## src/rtl/mc_main_ctrl.sv

```systemverilog
// Multicycle MIPS main control FSM.
// Steps each instruction through fetch, decode, execute, memory and write-back
// states. All outputs are decoded from the state register. The exceptions are
// the FETCH write enables, which depend on mem_ready. Three states wait on
// memory: FETCH, MEM_RD and MEM_WR. A watchdog limits each of those waits to
// MEM_TIMEOUT cycles. When it expires, the FSM pulses mem_err and returns to
// FETCH.
//
// Optional feature macro: MC_ADDI_EN
//   defined   -> opcode 001000 (addi) runs DECODE -> MEM_ADDR -> ADDI_WB
//   undefined -> opcode 001000 is illegal and ADDI_WB is unreachable
//
// Ports:
//   clk, reset         rising-edge clock, synchronous active-high reset
//   opcode[5:0]        instr[31:26] from the instruction register
//   mem_ready          memory completes the current access this cycle
//   pc_write, pc_write_cond, i_or_d, mem_read, mem_write, ir_write,
//   mem_to_reg, reg_dst, reg_write, alu_src_a, alu_src_b[1:0],
//   alu_op[1:0], pc_source[1:0]    datapath controls
//   illegal_op         one-cycle pulse on an undecodable opcode in DECODE
//   mem_err            one-cycle pulse on watchdog expiry
//   state_dbg[3:0]     current state encoding
module mc_main_ctrl #(
  parameter int unsigned MEM_TIMEOUT = 15,
  parameter int unsigned CNT_W       = 8
) (
  input  logic       clk,
  input  logic       reset,
  input  logic [5:0] opcode,
  input  logic       mem_ready,
  output logic       pc_write,
  output logic       pc_write_cond,
  output logic       i_or_d,
  output logic       mem_read,
  output logic       mem_write,
  output logic       ir_write,
  output logic       mem_to_reg,
  output logic       reg_dst,
  output logic       reg_write,
  output logic       alu_src_a,
  output logic [1:0] alu_src_b,
  output logic [1:0] alu_op,
  output logic [1:0] pc_source,
  output logic       illegal_op,
  output logic       mem_err,
  output logic [3:0] state_dbg
);

  typedef enum logic [3:0] {
    S_IDLE     = 4'd0,
    S_FETCH    = 4'd1,
    S_DECODE   = 4'd2,
    S_MEM_ADDR = 4'd3,
    S_MEM_RD   = 4'd4,
    S_MEM_WB   = 4'd5,
    S_MEM_WR   = 4'd6,
    S_EXEC_R   = 4'd7,
    S_R_WB     = 4'd8,
    S_BRANCH   = 4'd9,
    S_JUMP     = 4'd10,
    S_ADDI_WB  = 4'd11
  } state_e;

  localparam logic [5:0] OP_RTYPE = 6'b000000;
  localparam logic [5:0] OP_LW    = 6'b100011;
  localparam logic [5:0] OP_SW    = 6'b101011;
  localparam logic [5:0] OP_BEQ   = 6'b000100;
  localparam logic [5:0] OP_J     = 6'b000010;
`ifdef MC_ADDI_EN
  localparam logic [5:0] OP_ADDI  = 6'b001000;
`endif

  localparam logic [CNT_W-1:0] WD_LAST = CNT_W'(MEM_TIMEOUT - 1);

  state_e           state_q, state_d;
  logic [CNT_W-1:0] wd_q, wd_d;
  logic             mem_wait;

  // State and watchdog registers
  always_ff @(posedge clk) begin
    if (reset) begin
      state_q <= S_IDLE;
      wd_q    <= '0;
    end else begin
      state_q <= state_d;
      wd_q    <= wd_d;
    end
  end

  // Next-state and Moore output decode
  always_comb begin
    state_d       = state_q;
    wd_d          = '0;
    mem_wait      = 1'b0;
    pc_write      = 1'b0;
    pc_write_cond = 1'b0;
    i_or_d        = 1'b0;
    mem_read      = 1'b0;
    mem_write     = 1'b0;
    ir_write      = 1'b0;
    mem_to_reg    = 1'b0;
    reg_dst       = 1'b0;
    reg_write     = 1'b0;
    alu_src_a     = 1'b0;
    alu_src_b     = 2'b00;
    alu_op        = 2'b00;
    pc_source     = 2'b00;
    illegal_op    = 1'b0;
    mem_err       = 1'b0;

    case (state_q)
      S_IDLE: state_d = S_FETCH;

      S_FETCH: begin
        mem_wait  = 1'b1;
        mem_read  = 1'b1;
        alu_src_b = 2'b01;
        ir_write  = mem_ready;
        pc_write  = mem_ready;
        if (mem_ready) state_d = S_DECODE;
      end

      S_DECODE: begin
        alu_src_b = 2'b11;
        case (opcode)
          OP_RTYPE:     state_d = S_EXEC_R;
          OP_LW, OP_SW: state_d = S_MEM_ADDR;
          OP_BEQ:       state_d = S_BRANCH;
          OP_J:         state_d = S_JUMP;
`ifdef MC_ADDI_EN
          OP_ADDI:      state_d = S_MEM_ADDR;
`endif
          default: begin
            illegal_op = 1'b1;
            state_d    = S_FETCH;
          end
        endcase
      end

      S_MEM_ADDR: begin
        alu_src_a = 1'b1;
        alu_src_b = 2'b10;
        if (opcode == OP_LW)      state_d = S_MEM_RD;
        else if (opcode == OP_SW) state_d = S_MEM_WR;
`ifdef MC_ADDI_EN
        else if (opcode == OP_ADDI) state_d = S_ADDI_WB;
`endif
        else                      state_d = S_FETCH;
      end

      S_MEM_RD: begin
        mem_wait = 1'b1;
        mem_read = 1'b1;
        i_or_d   = 1'b1;
        if (mem_ready) state_d = S_MEM_WB;
      end

      S_MEM_WB: begin
        reg_write  = 1'b1;
        mem_to_reg = 1'b1;
        state_d    = S_FETCH;
      end

      S_MEM_WR: begin
        mem_wait  = 1'b1;
        mem_write = 1'b1;
        i_or_d    = 1'b1;
        if (mem_ready) state_d = S_FETCH;
      end

      S_EXEC_R: begin
        alu_src_a = 1'b1;
        alu_op    = 2'b10;
        state_d   = S_R_WB;
      end

      S_R_WB: begin
        reg_write = 1'b1;
        reg_dst   = 1'b1;
        state_d   = S_FETCH;
      end

      S_BRANCH: begin
        alu_src_a     = 1'b1;
        alu_op        = 2'b01;
        pc_write_cond = 1'b1;
        pc_source     = 2'b01;
        state_d       = S_FETCH;
      end

      S_JUMP: begin
        pc_write  = 1'b1;
        pc_source = 2'b10;
        state_d   = S_FETCH;
      end

      S_ADDI_WB: begin
        reg_write = 1'b1;
        state_d   = S_FETCH;
      end

      default: state_d = S_IDLE;
    endcase

    // Watchdog: counts stalled cycles. A ready on the expiry cycle still
    // completes the access because this branch only runs when mem_ready is low.
    if (mem_wait && !mem_ready) begin
      if (wd_q == WD_LAST) begin
        mem_err = 1'b1;
        state_d = S_FETCH;
      end else begin
        wd_d = wd_q + CNT_W'(1);
      end
    end
  end

  assign state_dbg = state_q;

endmodule

```

## config.mk

```make
export PLATFORM = sky130hd
export DESIGN_NAME = mc_main_ctrl
export DESIGN_NICKNAME = d
export VERILOG_FILES = /design/src/rtl/mc_main_ctrl.sv
export SDC_FILE = /design/constraint.sdc
export NUM_CORES = 1
export LEC_CHECK = 0
export ABC_CLOCK_PERIOD_IN_PS = 2000
export CELL_PAD_IN_SITES_DETAIL_PLACEMENT = 2
export CELL_PAD_IN_SITES_GLOBAL_PLACEMENT = 2
export CORE_MARGIN = 1.5
export CORE_UTILIZATION = 24
export CTS_BUF_LIST = sky130_fd_sc_hd__clkbuf_2
export DETAILED_ROUTE_END_ITERATION = 8
export GPL_TIMING_DRIVEN = 0
export PLACE_DENSITY = 0.84
export SLEW_MARGIN = 10
export SYNTH_ARGS = -nofsm -noshare
export SYNTH_HDL_FRONTEND = slang
export SYNTH_SLANG_ARGS = --single-unit
```

## constraint.sdc

```tcl
create_clock -name clk -period 2 [get_ports clk]
set_input_delay 0.2 -clock clk [delete_from_list [all_inputs] [get_ports clk]]
set_output_delay 0.2 -clock clk [all_outputs]
set_load 0.05 [all_outputs]
```

==> reports/metrics.cfg <==
[drt]
drc_errors = 0
wire_per_inst_microns = 14.5
vias_per_cell = 4.82
drt_wl_total_microns = 2810
drt-pass1-iter-count = 4
drt_iter0_drc = 50
vias = 931
postRouteAntennaNets = 0

[grt]
antenna_found_initial = 0
grt_pass1_wl_microns = 4750
grt_max_degree = 11
grt_use_total = 0.166
globalRouteOverflowTotal = 0
grt_pass1_vias = 989

[worst_setup_path]
crit_type = reg2out
rrSetupSlack_ps = 260
cp.arrival_ps = 1690
critPathBufInv = 2
critical-path-max-stage-delay_ps = 530
crit_chain = clkbuf_2 -> nor4_4 -> clkdlybuf4s15_1
startpoint_type = register
r2r-start = state_dbg[1]
slowest_stage = clkdlybuf4s15_1
reg2reg_depth = 4
reg2reg_to = state_dbg[0]
path_max_fanout = 10
crit_family = buffers and inverters
worstPathRequired_ps = 1800
worstSetupEndpointType = primary output

[floorplanning]
rows = 21
ios = 31
core_region_area_sq_um = 3340
fp.dieW_microns = 62.0
die_height_microns = 62.0
start_util = 0.250
die-area_sq_um = 3840

[final_layout]
stdcell_area_sq_um = 1230
final_cell_mix = 17 x nor2_1, 11 x clkdlybuf4s50_1, 9 x clkbuf_2, 9 x dfxtp_1, 8 x nand2_1
layout_commonest_cell = nor2_1
fillCellCount = 379
utilization = 0.369
areaGrowthSynthToFinish_pct = 47.5
nets = 159
seqCellArea_sq_um = 244
multi_input_area_sq_um = 602
drive_gt1_frac = 0.279
diodes = 0

[clock_tree]
cts_setup_buffers = 0
htreeDepth = 1
cts_buffer_depth = 2
cts.sinks = 12
hold_buffers = 0
path_clk_slew_ps = 120
cts_buffers = 3
cts_tree = yes
root_buffer = clkbuf_2
insertion_delay_ps = 270

[logic_synthesis]
synth_simple_gate_area_share = 0.387
synth_compound_area_frac = 0.127
synthCells = 114
yosys_warnings = 0
synthMuxAreaShare = 0.0255
synth-async-reset-ratio = 0
synth.avg_cell_area_sq_um = 7.32
yosys_register_bits = 12
yosysUniqueCellTypes = 36
synth_xor_area_frac = 0.0840
synth_ff_type = dfxtp_1
synth_top_family_by_area = simple AND/OR/NAND/NOR gates
syn_area_sq_um = 835
synth_nets = 125
synth_seq_area_share = 0.288
synth_edf_count = 0
synthAdderAreaFrac = 0.0300

[run_status]
outcome = finished, final reports clean

[timing]
setup_violations = 0
fin_crit_ps = 1890
relSlewSlack = 0.657
whs_ps = 483
finClkSkew_ps = 7.87
hold_viol_final = 0
fmax_mhz = 528
setup_tns_ps = 0
tightest_slew_ps = 512
grt_setup_unrepaired = no
finalWorstSetupSlack_ps = 106
post-route-period-util = 0.947
drv_slew = 0

[hold_path]
hold_end = state_dbg[1]
worstHoldStart = opcode[2]
holdPathStages = 4
min_path_type = in2reg

[place]
placed_area_sq_um = 1230
port_buffers = 29
place_hpwl_microns = 2320
pre_cts_ws_ps = -450
gp_congestion = 0.705

[pwr]
power_density_nw_per_um2 = 416
leakage_nw = 0.465
peakVddDrop_mv = 0.225

[run]
drv_cap = 0

-- through the flow --
step	total power [mW]	instances
after floorplan	0.341	114
after global placement	0.391	189
after detailed placement	0.396	189
after CTS	0.522	193
after global routing	0.545	193
final	0.512	193
-- where the power goes --
group | leakage, nW | switching (mW) | internal [mW] | total (mW)
combinational | 0.353 | 0.0891 | 0.0474 | 0.136
clock | 0.0140 | 0.0826 | 0.0434 | 0.126
sequential | 0.0983 | 0.00639 | 0.243 | 0.249
total | 0.465 | 0.178 | 0.334 | 0.512
-- sequential cells by signal, summed over array words and instances (netlist names) --
| name | flops |
|---|---|
| state_dbg | 4 |
| wd_q | 8 |
-- cells by family after synthesis --
group | Yosys count
simple gates | 60
compound gates | 18
buf+inv | 12
flops | 12
xor+xnor | 8
mux | 2
fa+ha+maj | 2
-- worst max-delay path by stage --
stage / cells past startpoint / to / startpoint / slack (ps)
finish: 3 / ir_write / state_dbg[3] / 110
global route: 3 / ir_write / state_dbg[3] / 1
CTS: 4 / pc_source[0] / state_dbg[2] / 7
detailed placement: 5 / illegal_op / opcode[1] / -450
global placement: 5 / illegal_op / opcode[5] / -410
floorplan: 3 / reg_dst / state_dbg[2] / -320
-- timing repair --
item                       CTS  global route
setup endpoints to repair   18            12
gates resized for setup     64            18
hold endpoints to repair     0             0
-- per-layer routing --
metal  global-route usage  vias to the layer above  part of all wire
met5                    0                        -                 0
met4               0.0456                        0            0.0075
met3               0.0186                        4             0.033
met2                0.317                       20              0.54
met1                0.192                      444              0.42
li1                     -                      463                 -
-- synthesized netlist by cell type, drive strengths merged (3+ instances only) --
library cell | count | area, sq um
clkbuf | 6 | 22.5
a21oi | 7 | 35.0
o21ai | 4 | 20.0
dfxtp | 12 | 240
xor2 | 6 | 52.6
inv | 5 | 18.8
nor4 | 4 | 25.0
nor3 | 4 | 20.0
nor2 | 21 | 78.8
nand2 | 8 | 30.0
nand2b | 3 | 18.8
-- tightest hold or removal path: stages --
cell      delay (ps)
clkbuf_1         180
nor2_1           140
o211ai_1          90
a21oi_1          110
-- final cells by class --
cell class / instances / share of cell area
clock inverter: 1 / 0.00305
tap: 46 / 0.0467
buffer: 7 / 0.0325
sequential: 12 / 0.198
inverter: 5 / 0.0152
timing repair buffer: 29 / 0.203
clock buffer: 3 / 0.0122
multi-input combinational: 90 / 0.489
Power figures use the tool's default switching activity.
==> edit: new RTL, same flow settings <==
`CNT_W`: 8 -> 7.
--- a/src/rtl/mc_main_ctrl.sv
+++ b/src/rtl/mc_main_ctrl.sv
@@ -23,5 +23,5 @@
 module mc_main_ctrl #(
   parameter int unsigned MEM_TIMEOUT = 15,
-  parameter int unsigned CNT_W       = 8
+  parameter int unsigned CNT_W       = 7
 ) (
   input  logic       clk,
Check against the original RTL: same outputs for any inputs over 10 cycles, from zero or initial values and one cycle with reset high; that may be too few to reach the edited logic, so the function may still have changed.
==> edit against the original RTL <==
  * Clock power decreased by 3%
  * Maximum frequency up 0.57%
  * First-iteration DRC count decreased by 82%
  * Area after synthesis decreased by 3.6%
  * Largest cell class unchanged
  * Critical path type unchanged
  * Power grew 2.8%
  * Die area fell by 3.4%
  * Routed wire length fell by 9.4%
  * Register-to-register slack lost 130 ps
  * Sequential cell count is 1 lower
  * Final area up 1.9%
  * Global-route usage shrank 1.2 points
  * Sequential power shrank 8.4%
  * Hold slack improved by 2.7 ps
  * Worst setup slack better by 11 ps
==> edit: results (changes against the original RTL) <==
stage,metric,value,unit,change
clock_network,clk_latency,250,ps,-20 ps
setup_path,cp_slowest_stage_delay,370,ps,-160 ps
routing,wl,2540,um,-9.4%
power_and_ir_drop,ir_drop,238,uV,+5.5%
global_route,grtUsageMet3,0.0320,,+0.0133
synth,synth_nets,119,,-4.8%
outcome,status,"complete, no violations",,
hold_path,hold_path.class,flop to flop,,
layout,nNetsFinal,151,,-5.0%
global_route,grt_use_met2,0.260,,-0.0574
global_route,grt_pass1_vias,924,,-6.6%
setup_path,slowest_stage,or3b_1,,
global_route,grtUsageTotal,0.154,,-0.0123
synth,yosys-top-cells-area,"dfxtp_1, nor2_1, a21oi_1",,
routing,drt_iter0_drc,9,,-82%
sta,relSlewSlack,0.671,,+0.0137
placement,dp_hpwl,2100,um,-9.8%
placement,dpl.cell_count,182,,-3.7%
power_and_ir_drop,p_leak,0.457,nW,-1.7%
sta,fin_skew,5.53,ps,-2.33 ps
routing,vias,886,,-4.8%
global_route,use_met1,0.212,,+0.0198
layout,largest_reg_flops,7,,-1
synth,yosysSeqAreaShare,0.274,,-0.0141
synth,synth_common_cells,"nor2_1, dfxtp_1, a21oi_1, nor3_1",,
clock_network,clk_pin_slew_worst_paths,100,ps,-20 ps
placement,gp_congestion,0.756,,+7.2%
layout,diodes,0,,unchanged
routing,viasPerCell,4.84,,+0.37%
placement,port_buffers,30,,+3.4%
global_route,grt_antenna_before_repair,0,,unchanged
synth,postSynthAreaPerCell,7.45,um2,+1.8%
setup_path,critical_path_arrival,1680,ps,
sta,slew_violations,0,,unchanged
layout,drive_above_1_share,0.367,,+0.0880
[edit: layout make-up]
type                    count  area [um2]
plain buffers               6        50.0
multi-input cells          84         611
flip-flops and latches     11         221
fillers                   358        1870
clock buffers               4        20.0
well taps                  44        55.1
repair buffers             30         283
inverters                   4        15.0
[edit: final timing paths]
| path | startpoint | endpoint | slack, ps | depth (start not counted) |
|---|---|---|---|---|
| max | state_dbg[1]$_SDFF_PP0_ | mem_err | 120 | 5 |
| min | wd_q[0]$_SDFF_PP0_ | wd_q[0]$_SDFF_PP0_ | 490 | 1 |
| max reg2reg | state_dbg[1]$_SDFF_PP0_ | wd_q[5]$_SDFF_PP0_ | 130 | 6 |
| min reg2reg | wd_q[0]$_SDFF_PP0_ | wd_q[0]$_SDFF_PP0_ | 490 | 1 |
[edit: report_power, final]
| part | internal, mW | switching (mW) | total, mW |
|---|---|---|---|
| sequential | 0.224 | 0.00416 | 0.228 |
| combinational | 0.0650 | 0.112 | 0.177 |
| clock | 0.0531 | 0.0687 | 0.122 |
[edit: through the flow]
step           TNS (ps)  instance area, um2  setup WS, ps  hold slack (ps)  power [mW]
3_5_place_dp      -6060                1230          -627              474       0.412
2_1_floorplan      -972                 871          -311              262       0.348
3_3_place_gp      -5090                1230          -584              442       0.406
4_1_cts           -15.9                1240         -9.55              498       0.532
6_report              0                1250           117              485       0.526
5_1_grt          -0.951                1250        -0.951              516       0.558
[edit: critical path, delay by kind of cell, from the launching register on]
family | cells | cell delay [ps]
AO/OA/AOI/OAI | 1 | 310
buffers and inverters | 2 | 310
flip-flops | 1 | 340
AND/OR/NAND/NOR | 2 | 480
[edit: metal layers]
| metal | up-vias | part of all wire |
|---|---|---|
| met2 | 18 | 0.50 |
| li1 | 433 | - |
| met3 | 0 | 0.031 |
| met5 | - | 0 |
| met1 | 435 | 0.46 |
| met4 | 0 | 0 |
[edit: cell families (layout without fill, tap and decap cells)]
family	Yosys count	in the layout	share of synthesized area
xor+xnor	7	7	0.0762
compound gates	19	19	0.157
buf+inv	13	44	0.0840
mux	1	1	0.0124
flops	11	11	0.274
fa+ha+maj	2	2	0.0311
simple gates	55	55	0.365
[edit: timing repair]
action,CTS,global route
resized for setup,64,16
setup endpoints to repair,18,12
pin swaps,0,2
